## config.mk

```make
export PLATFORM = sky130hd
export DESIGN_NAME = uart_rx_deser_cfg_flat
export DESIGN_NICKNAME = d
export VERILOG_FILES = /design/src/rtl/uart_rx_deser_cfg_if.sv /design/src/rtl/uart_rx_deser_cfg.sv /design/src/flat_wrapper.sv
export SDC_FILE = /design/constraint.sdc
export NUM_CORES = 1
export LEC_CHECK = 0
export CAP_MARGIN = 20
export CORE_MARGIN = 5
export CORE_UTILIZATION = 50
export DETAILED_ROUTE_END_ITERATION = 12
export GPL_ROUTABILITY_DRIVEN = 0
export PLACE_DENSITY = 0.69
export SYNTH_ARGS = -nofsm -noshare
export SYNTH_HDL_FRONTEND = slang
export SYNTH_SLANG_ARGS = --single-unit
```

## constraint.sdc

```tcl
create_clock -name i_clk -period 2.2 [get_ports i_clk]
set_input_delay 0.22 -clock i_clk [delete_from_list [all_inputs] [get_ports i_clk]]
set_output_delay 0.22 -clock i_clk [all_outputs]
set_load 0.02 [all_outputs]
```

## src/rtl/uart_rx_deser_cfg_if.sv

```systemverilog
// Bundle of signals between the UART RX deserialiser and its surroundings.
//   Upstream side (master drives): i_tick oversampling strobe, i_din synchronised serial line,
//   frame configuration i_word_len / i_parity_en / i_parity_odd / i_two_stop.
//   Downstream side (slave drives): o_dout received word, o_valid completion pulse,
//   o_parity_err / o_frame_err / o_break status flags, o_active busy indication.
interface uart_rx_deser_cfg_if #(
  parameter int unsigned MAX_WORD_WIDTH = 9
);
  logic                      i_tick;
  logic                      i_din;
  logic [3:0]                i_word_len;
  logic                      i_parity_en;
  logic                      i_parity_odd;
  logic                      i_two_stop;
  logic [MAX_WORD_WIDTH-1:0] o_dout;
  logic                      o_valid;
  logic                      o_parity_err;
  logic                      o_frame_err;
  logic                      o_break;
  logic                      o_active;

  modport master (
    output i_tick, i_din, i_word_len, i_parity_en, i_parity_odd, i_two_stop,
    input  o_dout, o_valid, o_parity_err, o_frame_err, o_break, o_active
  );

  modport slave (
    input  i_tick, i_din, i_word_len, i_parity_en, i_parity_odd, i_two_stop,
    output o_dout, o_valid, o_parity_err, o_frame_err, o_break, o_active
  );
endinterface

```

## src/rtl/uart_rx_deser_cfg.sv

```systemverilog
// Runtime-configurable UART receive deserialiser with 3-sample majority voting,
// false-start rejection, parity/frame error and break detection.
//   i_clk, i_rst_n : clock, asynchronous active-low reset
//   bus_io         : slave side of uart_rx_deser_cfg_if (tick/line/config in, word/flags out)
module uart_rx_deser_cfg #(
  parameter int unsigned MAX_WORD_WIDTH = 9,
  parameter int unsigned OVERSAMPLING   = 16
) (
  input  logic                i_clk,
  input  logic                i_rst_n,
  uart_rx_deser_cfg_if.slave  bus_io
);

  localparam int unsigned CntW = $clog2(OVERSAMPLING);
  localparam int unsigned Mid  = OVERSAMPLING / 2;
  localparam logic [CntW-1:0] CntSmp0 = CntW'(Mid - 1);
  localparam logic [CntW-1:0] CntSmp1 = CntW'(Mid);
  localparam logic [CntW-1:0] CntRes  = CntW'(Mid + 1);
  localparam logic [CntW-1:0] CntLast = CntW'(OVERSAMPLING - 1);
  localparam logic [3:0]      WlMin   = 4'd5;
  localparam logic [3:0]      WlMax   = 4'(MAX_WORD_WIDTH);

  typedef enum logic [2:0] {
    StIdle, StStart, StData, StParity, StStop1, StStop2, StBrkWait
  } state_e;

  state_e                    state_q, state_d;
  logic [CntW-1:0]           cnt_q, cnt_d;
  logic [3:0]                bit_cnt_q, bit_cnt_d;
  logic                      smp0_q, smp0_d, smp1_q, smp1_d;
  logic [MAX_WORD_WIDTH-1:0] shift_q, shift_d;
  logic [3:0]                wl_q, wl_d;
  logic                      par_en_q, par_en_d, par_odd_q, par_odd_d, two_stop_q, two_stop_d;
  logic                      par_err_q, par_err_d, stop_err_q, stop_err_d;
  logic                      all_zero_q, all_zero_d;
  logic [MAX_WORD_WIDTH-1:0] dout_q, dout_d;
  logic                      valid_q, valid_d, perr_q, perr_d, ferr_q, ferr_d, brk_q, brk_d;

  logic       din, tick, at_res, at_end, maj;
  logic       done, done_ferr, done_brk;
  logic [3:0] wl_clamped;

  assign din    = bus_io.i_din;
  assign tick   = bus_io.i_tick;
  assign at_res = tick && (cnt_q == CntRes);
  assign at_end = tick && (cnt_q == CntLast);
  // The third sample is the live line value on the resolving tick.
  assign maj    = (smp0_q & smp1_q) | (smp0_q & din) | (smp1_q & din);

  assign wl_clamped = (bus_io.i_word_len < WlMin) ? WlMin :
                      (bus_io.i_word_len > WlMax) ? WlMax : bus_io.i_word_len;

  always_comb begin
    state_d    = state_q;
    cnt_d      = cnt_q;
    bit_cnt_d  = bit_cnt_q;
    smp0_d     = smp0_q;
    smp1_d     = smp1_q;
    shift_d    = shift_q;
    wl_d       = wl_q;
    par_en_d   = par_en_q;
    par_odd_d  = par_odd_q;
    two_stop_d = two_stop_q;
    par_err_d  = par_err_q;
    stop_err_d = stop_err_q;
    all_zero_d = all_zero_q;
    dout_d     = dout_q;
    valid_d    = 1'b0;
    perr_d     = perr_q;
    ferr_d     = ferr_q;
    brk_d      = brk_q;
    done       = 1'b0;
    done_ferr  = 1'b0;
    done_brk   = 1'b0;

    // Shared tick counter and sample capture for all in-frame states.
    if (tick) begin
      cnt_d = (cnt_q == CntLast) ? '0 : cnt_q + 1'b1;
      if (cnt_q == CntSmp0) smp0_d = din;
      if (cnt_q == CntSmp1) smp1_d = din;
    end

    unique case (state_q)
      StIdle: begin
        cnt_d = '0;
        if (!din) begin
          state_d    = StStart;
          bit_cnt_d  = '0;
          shift_d    = '0;
          par_err_d  = 1'b0;
          stop_err_d = 1'b0;
          all_zero_d = 1'b1;
          wl_d       = wl_clamped;
          par_en_d   = bus_io.i_parity_en;
          par_odd_d  = bus_io.i_parity_odd;
          two_stop_d = bus_io.i_two_stop;
        end
      end
      StStart: begin
        if (at_res && maj) begin
          state_d = StIdle;
        end else if (at_end) begin
          state_d = StData;
        end
      end
      StData: begin
        if (at_res) begin
          shift_d    = shift_q | (MAX_WORD_WIDTH'(maj) << bit_cnt_q);
          bit_cnt_d  = bit_cnt_q + 4'd1;
          all_zero_d = all_zero_q & ~maj;
        end
        if (at_end && (bit_cnt_q == wl_q)) begin
          state_d = par_en_q ? StParity : StStop1;
        end
      end
      StParity: begin
        if (at_res) begin
          par_err_d  = (^shift_q) ^ maj ^ par_odd_q;
          all_zero_d = all_zero_q & ~maj;
        end
        if (at_end) state_d = StStop1;
      end
      StStop1: begin
        if (at_res) begin
          if (two_stop_q) begin
            stop_err_d = ~maj;
            all_zero_d = all_zero_q & ~maj;
          end else begin
            // Finish mid-bit so a back-to-back start edge is not missed.
            done      = 1'b1;
            done_ferr = ~maj;
            done_brk  = all_zero_q & ~maj;
          end
        end
        if (two_stop_q && at_end) state_d = StStop2;
      end
      StStop2: begin
        if (at_res) begin
          done      = 1'b1;
          done_ferr = stop_err_q | ~maj;
          done_brk  = all_zero_q;
        end
      end
      StBrkWait: begin
        cnt_d = '0;
        if (din) state_d = StIdle;
      end
      default: state_d = StIdle;
    endcase

    if (done) begin
      valid_d = 1'b1;
      dout_d  = shift_q;
      perr_d  = par_en_q & par_err_q;
      ferr_d  = done_ferr;
      brk_d   = done_brk;
      state_d = done_brk ? StBrkWait : StIdle;
    end
  end

  always_ff @(posedge i_clk or negedge i_rst_n) begin
    if (!i_rst_n) begin
      state_q    <= StIdle;
      cnt_q      <= '0;
      bit_cnt_q  <= '0;
      smp0_q     <= 1'b0;
      smp1_q     <= 1'b0;
      shift_q    <= '0;
      wl_q       <= '0;
      par_en_q   <= 1'b0;
      par_odd_q  <= 1'b0;
      two_stop_q <= 1'b0;
      par_err_q  <= 1'b0;
      stop_err_q <= 1'b0;
      all_zero_q <= 1'b0;
      dout_q     <= '0;
      valid_q    <= 1'b0;
      perr_q     <= 1'b0;
      ferr_q     <= 1'b0;
      brk_q      <= 1'b0;
    end else begin
      state_q    <= state_d;
      cnt_q      <= cnt_d;
      bit_cnt_q  <= bit_cnt_d;
      smp0_q     <= smp0_d;
      smp1_q     <= smp1_d;
      shift_q    <= shift_d;
      wl_q       <= wl_d;
      par_en_q   <= par_en_d;
      par_odd_q  <= par_odd_d;
      two_stop_q <= two_stop_d;
      par_err_q  <= par_err_d;
      stop_err_q <= stop_err_d;
      all_zero_q <= all_zero_d;
      dout_q     <= dout_d;
      valid_q    <= valid_d;
      perr_q     <= perr_d;
      ferr_q     <= ferr_d;
      brk_q      <= brk_d;
    end
  end

  assign bus_io.o_dout       = dout_q;
  assign bus_io.o_valid      = valid_q;
  assign bus_io.o_parity_err = perr_q;
  assign bus_io.o_frame_err  = ferr_q;
  assign bus_io.o_break      = brk_q;
  assign bus_io.o_active     = (state_q != StIdle);

endmodule

```

## src/flat_wrapper.sv

```systemverilog
// flat-port wrapper written by rule: the top's interface ports become plain ports
module uart_rx_deser_cfg_flat 
#(
  parameter int unsigned MAX_WORD_WIDTH = 9,
  parameter int unsigned OVERSAMPLING   = 16
)
  (i_clk, i_rst_n, bus_io_i_tick, bus_io_i_din, bus_io_i_word_len, bus_io_i_parity_en, bus_io_i_parity_odd, bus_io_i_two_stop, bus_io_o_dout, bus_io_o_valid, bus_io_o_parity_err, bus_io_o_frame_err, bus_io_o_break, bus_io_o_active);
  uart_rx_deser_cfg_if #(.MAX_WORD_WIDTH(MAX_WORD_WIDTH)) bus_io_i ();
  input  logic i_clk;
  input  logic i_rst_n;
  input wire logic [$bits(bus_io_i.i_tick)-1:0] bus_io_i_tick;
  input wire logic [$bits(bus_io_i.i_din)-1:0] bus_io_i_din;
  input wire logic [$bits(bus_io_i.i_word_len)-1:0] bus_io_i_word_len;
  input wire logic [$bits(bus_io_i.i_parity_en)-1:0] bus_io_i_parity_en;
  input wire logic [$bits(bus_io_i.i_parity_odd)-1:0] bus_io_i_parity_odd;
  input wire logic [$bits(bus_io_i.i_two_stop)-1:0] bus_io_i_two_stop;
  output wire logic [$bits(bus_io_i.o_dout)-1:0] bus_io_o_dout;
  output wire logic [$bits(bus_io_i.o_valid)-1:0] bus_io_o_valid;
  output wire logic [$bits(bus_io_i.o_parity_err)-1:0] bus_io_o_parity_err;
  output wire logic [$bits(bus_io_i.o_frame_err)-1:0] bus_io_o_frame_err;
  output wire logic [$bits(bus_io_i.o_break)-1:0] bus_io_o_break;
  output wire logic [$bits(bus_io_i.o_active)-1:0] bus_io_o_active;
  assign bus_io_i.i_tick = bus_io_i_tick;
  assign bus_io_i.i_din = bus_io_i_din;
  assign bus_io_i.i_word_len = bus_io_i_word_len;
  assign bus_io_i.i_parity_en = bus_io_i_parity_en;
  assign bus_io_i.i_parity_odd = bus_io_i_parity_odd;
  assign bus_io_i.i_two_stop = bus_io_i_two_stop;
  assign bus_io_o_dout = bus_io_i.o_dout;
  assign bus_io_o_valid = bus_io_i.o_valid;
  assign bus_io_o_parity_err = bus_io_i.o_parity_err;
  assign bus_io_o_frame_err = bus_io_i.o_frame_err;
  assign bus_io_o_break = bus_io_i.o_break;
  assign bus_io_o_active = bus_io_i.o_active;
  uart_rx_deser_cfg #(.MAX_WORD_WIDTH(MAX_WORD_WIDTH), .OVERSAMPLING(OVERSAMPLING)) u_core (.i_clk(i_clk), .i_rst_n(i_rst_n), .bus_io(bus_io_i));
endmodule
```

# [Yosys cells after proc, flatten, opt, wreduce, memory -nomap -nowiden]
# Index checks and enable logic that the tools add are counted.
[totals] out_inout_bits=14 word_cells=129 inputBits=11 ff_bits=45
[op_classes] addsub=2 magnitude_cmp=2 eq_ne=24 n_reduce_logical=23 shift=1 bitwise_logic=13 mux=46
[op_table] operator="$mux W3" n=10
[op_table] operator="$mux W4" n=7
[op_table] operator="$pmux W3 S7" n=1
[op_table] operator="$mux W1" n=18
[op_table] operator="$mux W9" n=2
[op_table] operator="$pmux W9 S2" n=1
[op_table] operator="$eq A4 B4 Y1 const B" n=3
[op_table] operator="$ne A2 B1 Y1 const B" n=6
[op_table] operator="$pmux W1 S2" n=5
[op_table] operator="$eq A3 B3 Y1 const B" n=3
[op_table] operator="$ne A3 B1 Y1 const B" n=3
[op_table] operator="$or A9 B9 Y9" n=1
[op_table] operator="$reduce_xor A9 Y1" n=1
[op_table] operator="$shl A1 B4 Y9" n=1
[op_table] operator="$add A4 B1 Y4 const B" n=2
[op_table] operator="$pmux W4 S2" n=1
[op_table] operator="$reduce_bool A2 Y1" n=4
[op_table] operator="$reduce_and A7 Y1" n=1
[op_table] operator="$eq A3 B2 Y1 const B" n=2
[op_table] operator="$ne A3 B2 Y1 const B" n=2
[op_table] operator="$reduce_and A2 Y1" n=3
[op_table] operator="$reduce_and A3 Y1" n=2
[op_table] operator="$reduce_bool A3 Y1" n=2
[op_table] operator="$and A1 B1 Y1" n=5
[op_table] operator="other kinds (16)" n=25

# [Depth between registers and ports, before layout]
# Gate-level depths: netlist of the first run.
[logic_depth] depth_word=10 mapped_depth=9 mapped_depth_nobuf=8

# [Worst setup path after synthesis of the first run]
# OpenSTA, ideal clock, no wires.
[synth_timing] kind="register -> register" start="register u_core.cnt_q[0]" end="register u_core.state_q[1]" path_stages_with_launch=8 path_buffers=1 synth_period_minus_slack_ns=1.904 setup_slack_ns=0.296 t_required_ns=2.069 arrival_time_ns=1.773 setup_time_ns=0.131 cell_sequence="dfrtp_1 ha_1 and4b_1 buf_2 a2111o_1 nand3_1 a211oi_1 or3_1"
[synth_between] elab_chain_cells=6 word_cells_on_any_way=25 cone_classes="9 x eq/ne; 10 x mux; 6 x reduce/logical"
[synth_lines] item="from (decl)" line_no="uart_rx_deser_cfg.sv:28" text="logic [CntW-1:0] cnt_q, cnt_d;"
[synth_lines] item="from (signal assigned)" line_no="uart_rx_deser_cfg.sv:183" text="cnt_q <= cnt_d;"
[synth_lines] item="$eq A4 B4 Y1" line_no="uart_rx_deser_cfg.sv:45" text="assign at_res = tick && (cnt_q == CntRes);"
[synth_lines] item="$logic_and A1 B1 Y1" line_no="uart_rx_deser_cfg.sv:45"
[synth_lines] item="$mux W1, or another cell as far along" line_no="uart_rx_deser_cfg.sv:138" text="if (at_res) begin"
[synth_lines] item="$pmux W1 S2 / $mux W3 (equally long branches)" line_no="uart_rx_deser_cfg.sv:83, uart_rx_deser_cfg.sv:100"
[synth_lines] item="$ne A4 B1 Y1 (no line), or another cell as far along"
[synth_lines] item="$reduce_and A7 Y1 (no line) / $mux W3 (equally long branches)"
[synth_lines] item="to (signal assigned)" line_no="uart_rx_deser_cfg.sv:163" text="state_q <= StIdle;"
[synth_lines] item="to (signal assigned)" line_no="uart_rx_deser_cfg.sv:182" text="state_q <= state_d;"
[synth_lines] item="to (decl)" line_no="uart_rx_deser_cfg.sv:27" text="state_e state_q, state_d;"
# Parallel ways exist; a longest one is shown, timed or not.
# A chain may end at the register's enable or synchronous reset.

# [Final worst setup path of the first run]
[layout_timing] start="register u_core.state_q[0]" end="output port bus_io_o_active"
[layout_between] elab_chain_cells=1
[layout_lines] item="$reduce_bool A3 Y1" line_no="uart_rx_deser_cfg.sv:208" text="assign bus_io.o_active = (state_q != StIdle);"
[layout_lines] item="to (decl)" line_no="flat_wrapper.sv:22" text="output wire logic [$bits(bus_io_i.o_active)-1:0] bus_io_o_active;"
# Every way passes these cells.

==> results.md, run 1 <==
- PortBufs: 24
- Antenna diode count: 0
- Final Cycle Share: 96.4%
- Vias/cell: 5.49
- Overall routed net length: 4720 um
- Max Cap Violations: 0
- Clock root buffer: clkbuf_8
- Most frequent cells in the layout: nand2_1, dfrtp_1, clkdlybuf4s50_1
- Buffers & Inverters on Critical Path: 1
- Post-CTS Hold Buffers: 0
- Final Hold Vio Count: 8
- Async SR Flop Fraction: 100%
- Slew Viols, Final: 0
- Mean area per synthesized cell: 9.24 um^2
- Detailed Place HPWL: 3440 um
- Fin nets: 300
- Status: finished with violations
- Post-CTS sizing: 0
- Num rows: 24
- Total track usage: 17.2%
- First-pass GRT wire length: 8350 um
- DRT iter0 DRCs: 94
- Post-Synth Simple-Gate Area: 23.2%
- Fmax: 471 MHz
- Yosys reg bits: 45
- DIE HEIGHT: 78.4 um
- # setup viols final: 0
- GR Overflow Total: 0
- Initial antenna violation count: 0
- EDFF count, synth: 0
- Clk slew on worst S/H paths: 90 ps
- Starting Density: 52.6%
- Sink Count: 45
- Sequential share of the synthesized area: 48.2%
- Critical path launch point type: register
- Final hold slack: -26.1 ps
- Total power divided by cell area: 949 nW/um^2
- Synth Instances: 253
- Worst hold path class: in2async
- Power consumption: 2640 uW
- Placeable Area: 4440 um^2
- FF+latch area: 1130 um^2
- Top_reg_cell synth: dfrtp_1
- Failing checks: hold timing
- Vias: 1855
- WP depth: 2
- # DRC: 0
- Post-DRT Antenna Nets: 0
- CP arrival: 1900 ps
- Post-synth net total: 268
- Die Width: 78.4 um
- Xor/xnor cell area share of the yosys netlist: 6.37%
- Postcts setup bufs: 0
- Area grow syn2layout: 19.2%
- Most common cell after layout, fill and taps aside: nand2_1
- Main combinational cell family by area after synthesis: simple AND/OR/NAND/NOR gates
- Final Critical Period: 2120 ps
- R2R depth: 7
- Synth warnings: 0
- Post-Route Skew: 8.64 ps
- CP cell instances: or3_1 -> clkdlybuf4s50_1
- # fillers: 407
- First-pass DRT Iterations: 4
- Vias in the first global route: 1828
- Setup TNS: 0 ps
- H-tree depth: 2
- Synth Area in Compound Gates: 13.0%
- Largest net degree at the start of global routing: 46
- Maximum vdd ir drop: 0.476 mV
- Worst path slowest cell: dfrtp_1
- Post-synthesis adder-cell area fraction: 2.73%
- RSZ-0062 raised after global routing: false
- Die area: 6140 um^2
- Area of the multi-input gates: 1130 um^2
- Slowest stage delay, CP: 570 ps
- CTS Buf Count: 5
- Clock Path Buffers: 2
- Worst slew pin tran: 571 ps
- Mapped Area: 2340 um^2
- Post-synthesis mux area share: 2.68%
- DR WL/cell: 14.0 um
- Worst slew margin: 61.7%
- I/O pins: 25
- Worst path top cell family by delay: flip-flops
- Critical-path maximum fanout: 16
- Setup CP Type: reg2out
- LEAKAGE: 0.00131 uW
- Endpoint type of the worst setup path: output pin
- Clock insertion delay at the later pin of the skew report: 300 ps
- Post-synth cell types: 42
- WP data required: 1980 ps
- Share of cells above drive strength 1: 12.2%
- CTS tree: yes
## cells by family (layout without fill, tap and decap cells)
logic type	Yosys count	after routing
muxes	6	6
adders and majority gates	5	5
DFF	45	45
buffers and inverters	20	53
AOI/OAI and AO/OA	46	46
xor gates and xnor gates	17	17
and+or+nand+nor	114	114
## worst paths after layout
check	from	to	slack, ps
max reg2reg	u_core.cnt_q[1]	u_core.state_q[1]	160
min in group i_clk	bus_io_i_parity_odd	u_core.par_odd_q	450
min reg2reg	u_core.bus_io.o_dout[3]	u_core.bus_io.o_dout[3]	480
max	u_core.state_q[0]	bus_io_o_active	80
max in group asynchronous	i_rst_n	u_core.shift_q[3]	1830
min	i_rst_n	u_core.smp1_q	-30
## power by group
group | total [uW] | internal, uW | switching (uW)
Clock | 543 | 255 | 288
Combinational | 935 | 438 | 497
Sequential | 1170 | 968 | 198
## registers in the layout, summed over array words and instances, names as in the netlist, 3 cells and up
signal	cells
u_core.cnt_q	4
u_core.bus_io.o_dout	9
u_core.state_q	3
u_core.wl_q	4
u_core.shift_q	9
u_core.bit_cnt_q	4
## cells in the mapped netlist, drive strengths merged (2+ instances only)
| library cell | n | area, um^2 |
|---|---|---|
| buf | 7 | 41.3 |
| a211oi | 2 | 15.0 |
| nand2 | 51 | 191 |
| nand4b | 4 | 35.0 |
| clkbuf | 7 | 26.3 |
| or2 | 4 | 25.0 |
| nor3 | 5 | 25.0 |
| nand2b | 6 | 37.5 |
| a2111oi | 2 | 30.0 |
| nor2 | 21 | 78.8 |
| mux2i | 4 | 40.0 |
| o22ai | 2 | 12.5 |
| ha | 4 | 50.1 |
| xnor2 | 9 | 78.8 |
| o21ai | 10 | 50.1 |
| nand4 | 3 | 18.8 |
| inv | 6 | 22.5 |
| a31oi | 3 | 18.8 |
| dfrtp | 45 | 1130 |
| o41ai | 2 | 17.5 |
| mux2 | 2 | 22.5 |
| a21oi | 15 | 75.1 |
| nand3 | 7 | 35.0 |
| a21o | 3 | 22.5 |
| xor2 | 8 | 70.1 |
| nor2b | 5 | 31.3 |
| or3 | 2 | 12.5 |
## worst register-to-register path, delay by kind of cell, from the launching register on
| kind | cells | cell delay (ps) |
|---|---|---|
| AO/OA/AOI/OAI | 2 | 460 |
| buffers and inverters | 1 | 90 |
| adder cells (fa/ha/maj) | 1 | 210 |
| flip-flops | 1 | 410 |
| AND/OR/NAND/NOR | 3 | 750 |
## area by class of cell
| cell class | instances | area share, % |
|---|---|---|
| repair buffers | 39 | 12.5 |
| flip-flops and latches | 45 | 40.4 |
| inverters | 6 | 0.809 |
| clock inverters | 2 | 0.494 |
| well taps | 52 | 2.34 |
| multi-input cells | 188 | 40.5 |
| clock buffers | 6 | 2.96 |
## routing by layer
metal	part of all wire, %	global-route usage, %	vias up
li1	-	-	928
met1	48	23.6	872
met2	45	26.9	49
met3	5.1	4.00	6
met4	1.7	6.12	0
met5	0	0	-
## through the flow
stage / instances / hold WS [ps] / setup slack (ps) / utilization [%] / area, um^2
floorplan: 253 / -75.6 / 296 / - / 2340
global placement: 330 / 340 / 141 / 60.4 / 2680
detailed placement: 330 / 343 / 93.3 / 60.4 / 2680
CTS: 338 / 11.6 / 85.0 / 62.5 / 2780
global route: 338 / 47.1 / 35.9 / 62.7 / 2790
finish: 338 / -26.1 / 78.9 / 62.7 / 2790
(Power assumes the default switching activity.)
==> run 2, diff against run 1 <==
Settings changed: ABC_AREA set to 1.
==> results.md, run 2 <==
- Clk slew on worst S/H paths: 80 ps
- Critical path launch point type: register
- Total track usage: 18.0%
- Post-synth net total: 326
- Critical-path maximum fanout: 9
- Vias in the first global route: 1954
- Fmax: 505 MHz
- Slew Viols, Final: 0
- Synth Instances: 311
- Mean area per synthesized cell: 7.72 um^2
- Yosys reg bits: 45
- Detailed Place HPWL: 3830 um
- I/O pins: 25
- LEAKAGE: 0.00136 uW
- CTS Buf Count: 5
- Worst hold path class: in2async
- RSZ-0062 raised after global routing: false
- Most frequent cells in the layout: nand2_1, dfrtp_1, inv_1
- DIE HEIGHT: 79.3 um
- CP arrival: 1760 ps
- Power consumption: 2500 uW
- EDFF count, synth: 0
- Non-Filler Instances: 396
- First-pass DRT Iterations: 4
- Synth warnings: 0
- Clock root buffer: clkbuf_8
- Setup TNS: 0 ps
- Worst slew pin tran: 535 ps
- Max Cap Violations: 0
- CTS tree: yes
- Clock Path Buffers: 2
- Largest net degree at the start of global routing: 27
- Fin nets: 356
- Post-synth top cells: nand2_1, dfrtp_1, inv_1, nand3_1, o21ai_0
- Clock insertion delay at the later pin of the skew report: 290 ps
- WP data required: 1980 ps
- Post-synth cell types: 31
- Design area: 2810 um^2
- Num rows: 25
- Sequential share of the synthesized area: 46.9%
- First-pass GRT wire length: 8930 um
- Final hold slack: 432 ps
- Async SR Flop Fraction: 100%
- Starting Density: 51.2%
- Synth area leaders: dfrtp_1, nand2_1, inv_1
- Post-DRT Antenna Nets: 0
- Die area: 6290 um^2
- Final Critical Period: 1980 ps
- Total power divided by cell area: 890 nW/um^2
- Mapped Area: 2400 um^2
- Most common cell after layout, fill and taps aside: nand2_1
- PortBufs: 24
- Share of cells above drive strength 1: 7.89%
- Post-CTS Hold Buffers: 1
- # setup viols final: 0
- GR Overflow Total: 0
- DRT iter0 DRCs: 204
- Final Hold Vio Count: 0
- Setup CP Type: reg2out
- Initial antenna violation count: 0
- Endpoint type of the worst setup path: output pin
- Placeable Area: 4690 um^2
- Antenna diode count: 0
- Leading area contributor after synthesis: dfrtp_1
- Post-Route Skew: 5.28 ps
- Postcts setup bufs: 0
- Area grow syn2layout: 16.8%
- Die Width: 79.3 um
- Yosys top cell area share: 46.9%
- R2R setup slack: 480 ps
- Worst slew margin: 64.3%
- Status: complete, no violations
- Inst Count DP: 387
- Vias/cell: 5.18
- Post-CTS sizing: 0
- Maximum vdd ir drop: 0.558 mV
- # DRC: 0
- Area after DPL: 2690 um^2
- Sink Count: 45
- DR WL/cell: 12.6 um
- Top_reg_cell synth: dfrtp_1
- Top-count cell post-synth: nand2_1
- Overall routed net length: 4980 um
- Final Cycle Share: 90.0%
- H-tree depth: 2
- Vias: 2053
==> run 2: changes by cell type after synthesis, moves of 7 or more <==
cell	delta
xor2_1	-7
xnor2_1	-9
inv_1	+33
o21ai_0	+10
clkbuf_1	-7
nand3_1	+18
nand2_1	+48
==> run 2: worst max-delay path, stage by stage (launching register included) <==
cell	delay, ps
dfrtp_1	550
inv_1	160
nand2_2	140
clkdlybuf4s50_1	620
==> run 2: logic make-up after synthesis <==
family                     after synthesis  share of synthesized area [%]
adders and majority gates                4                           2.08
AOI/OAI and AO/OA                       53                           12.4
xor gates and xnor gates                 1                          0.365
buffers and inverters                   47                           7.97
DFF                                     45                           46.9
and+or+nand+nor                        161                           30.3
==> run 2: worst paths after layout <==
| check | start | end | cells after the start |
|---|---|---|---|
| worst max-delay path | u_core.state_q[2] | bus_io_o_active | 3 |
| max in group asynchronous | i_rst_n | u_core.bus_io.o_break | 3 |
| worst min register to register | u_core.bus_io.o_dout[6] | u_core.bus_io.o_dout[6] | 2 |
| worst max register to register | u_core.cnt_q[1] | u_core.state_q[2] | 10 |
| min in group i_clk | bus_io_i_parity_en | u_core.par_en_q | 3 |
| worst min-delay path | i_rst_n | u_core.shift_q[6] | 2 |
==> run 2: power breakdown <==
| group | switching (uW) | internal (uW) | leakage [uW] | total (uW) |
|---|---|---|---|---|
| sequential | 149 | 951 | 0.000603 | 1100 |
| clock | 265 | 284 | 0.0000542 | 548 |
| combinational | 542 | 305 | 0.000700 | 847 |
==> run 2: area by class of cell <==
type | instances | area [um^2]
repair buffers | 28 | 268
fillers | 443 | 1890
clock buffers | 7 | 96.3
flip-flops and latches | 45 | 1130
inverters | 42 | 158
well taps | 54 | 67.6
multi-input cells | 219 | 1080
clock inverters | 1 | 5.00
==> run 2: per-stage QoR <==
| stage | setup slack [ps] | utilization, % |
|---|---|---|
| global route | 149 | 59.8 |
| CTS | 226 | 59.8 |
| floorplan | 742 | - |
| finish | 220 | 59.8 |
| global placement | 312 | 57.4 |
| detailed placement | 290 | 57.4 |
==> run 2: metal layers <==
layer  vias up  wire, um  GRT usage [%]
li1       1072         -              -
met1       916      2470           24.7
met2        54      2170           28.0
met3        11       239           3.63
met4         0        95           6.87
met5         -         0              0
==> run 3, diff against run 2 <==
Settings changed: MAX_ROUTING_LAYER set to met4.
==> results.md, run 3 (synthesis results as in run 2) <==
- Status: complete, no violations
- Total power divided by cell area: 892 nW/um^2
- PortBufs: 24
- Vias/cell: 5.16
- Vias: 2045
- Worst path top cell family by delay: buffers and inverters
- Post-Route Skew: 5.19 ps
- Detailed Place HPWL: 3830 um
- Endpoint type of the worst setup path: output pin
- CP cell instances: inv_1 -> nand2_2 -> clkdlybuf4s50_1
- Fmax: 506 MHz
- Inst Count DP: 387
- Postcts setup bufs: 0
- Vias in the first global route: 1957
- Die area: 6290 um^2
- DR WL/cell: 12.6 um
- RSZ-0062 raised after global routing: false
- Placeable Area: 4690 um^2
- Die Width: 79.3 um
- CTS Buf Count: 5
- Antenna diode count: 0
- Setup TNS: 0 ps
- Num rows: 25
- H-tree depth: 2
- WP data required: 1980 ps
- Area after DPL: 2690 um^2
- Worst hold path class: in2async
- Clk slew on worst S/H paths: 80 ps
- Total track usage: 18.5%
- Worst path slowest cell: clkdlybuf4s50_1
- Final Critical Period: 1970 ps
- Most frequent cells in the layout: nand2_1, dfrtp_1, inv_1
- GR Overflow Total: 0
- Buffers & Inverters on Critical Path: 2
- First-pass GRT wire length: 8940 um
- Non-Filler Instances: 396
- Starting Density: 51.2%
- Overall routed net length: 4970 um
- Max Cap Violations: 0
- Design area: 2810 um^2
- # setup viols final: 0
- Largest net degree at the start of global routing: 27
- Final Util: 59.8%
- CTS tree: yes
- Most common cell after layout, fill and taps aside: nand2_1
- Final Cycle Share: 89.8%
- Worst slew margin: 64.7%
- Critical path launch point type: register
- First-pass DRT Iterations: 4
- LEAKAGE: 0.00136 uW
- Initial antenna violation count: 0
- Setup CP Type: reg2out
- Slowest stage delay, CP: 620 ps
- Clock Path Buffers: 2
- Slew Viols, Final: 0
- DIE HEIGHT: 79.3 um
- # fillers: 443
- Fin nets: 356
- Critical-path maximum fanout: 9
- Share of cells above drive strength 1: 7.89%
- DRT iter0 DRCs: 163
- I/O pins: 25
- Maximum vdd ir drop: 0.558 mV
- Final Hold Vio Count: 0
- Area grow syn2layout: 16.8%
- CP arrival: 1750 ps
- Clock insertion delay at the later pin of the skew report: 290 ps
- Sink Count: 45
- Worst slew pin tran: 530 ps
- Clock root buffer: clkbuf_8
- # DRC: 0
- Post-DRT Antenna Nets: 0
[run 3: per-stage QoR]
stage | worst slack (ps) | total power (uW) | hold WS (ps)
finish | 225 | 2500 | 428
CTS | 226 | 2520 | 439
floorplan | 742 | 1740 | -75.6
global route | 146 | 2710 | 449
global placement | 312 | 1940 | 230
detailed placement | 290 | 1960 | 231
[run 3: what timing repair did]
| item | CTS | global route |
|---|---|---|
| hold buffers | 1 | 0 |
| gates resized for setup | 0 | 0 |
| hold endpoints to repair | 20 | 0 |
[run 3: power breakdown]
part	switching, uW	leakage (uW)	internal, uW	total (uW)
Clock	266	0.0000542	284	550
Sequential	149	0.000603	951	1100
Combinational	547	0.000700	305	852
Total	962	0.00136	1540	2500
[run 3: worst reg2reg max path: stages (launching register included)]
cell	delay [ps]
dfrtp_1	400
inv_1	100
ha_1	180
nand3_1	80
nor2_1	280
nand2_1	120
nand3b_1	120
nand3_1	160
nand2_1	120
nand2_1	60
nand2_1	50
[run 3: layout make-up]
| cell class | instances | area, um^2 | area share (%) |
|---|---|---|---|
| clock inverter | 1 | 5.00 | 0.178 |
| inverter | 42 | 158 | 5.62 |
| tap | 54 | 67.6 | 2.41 |
| timing repair buffer | 28 | 268 | 9.55 |
| multi-input combinational | 219 | 1080 | 38.7 |
| clock buffer | 7 | 96.3 | 3.43 |
| sequential | 45 | 1130 | 40.1 |
[run 3: layer usage]
metal	vias up	track usage, %	part of all wire [%]
li1	1070	-	-
met1	904	24.7	49
met2	62	28.0	43
met3	9	3.63	5.6
met4	0	6.87	1.7
met5	-	-	0
[run 3: path summary, 6_finish.rpt]
path	to	slack, ps	from	cells after the start
max reg2reg	u_core.state_q[2]	480	u_core.cnt_q[1]	10
min reg2reg	u_core.bus_io.o_dout[6]	480	u_core.bus_io.o_dout[6]	2
max in group asynchronous	u_core.bus_io.o_break	1190	i_rst_n	3
min in group i_clk	u_core.par_en_q	460	bus_io_i_parity_en	3
max	bus_io_o_active	230	u_core.state_q[2]	3
min	u_core.shift_q[6]	430	i_rst_n	2
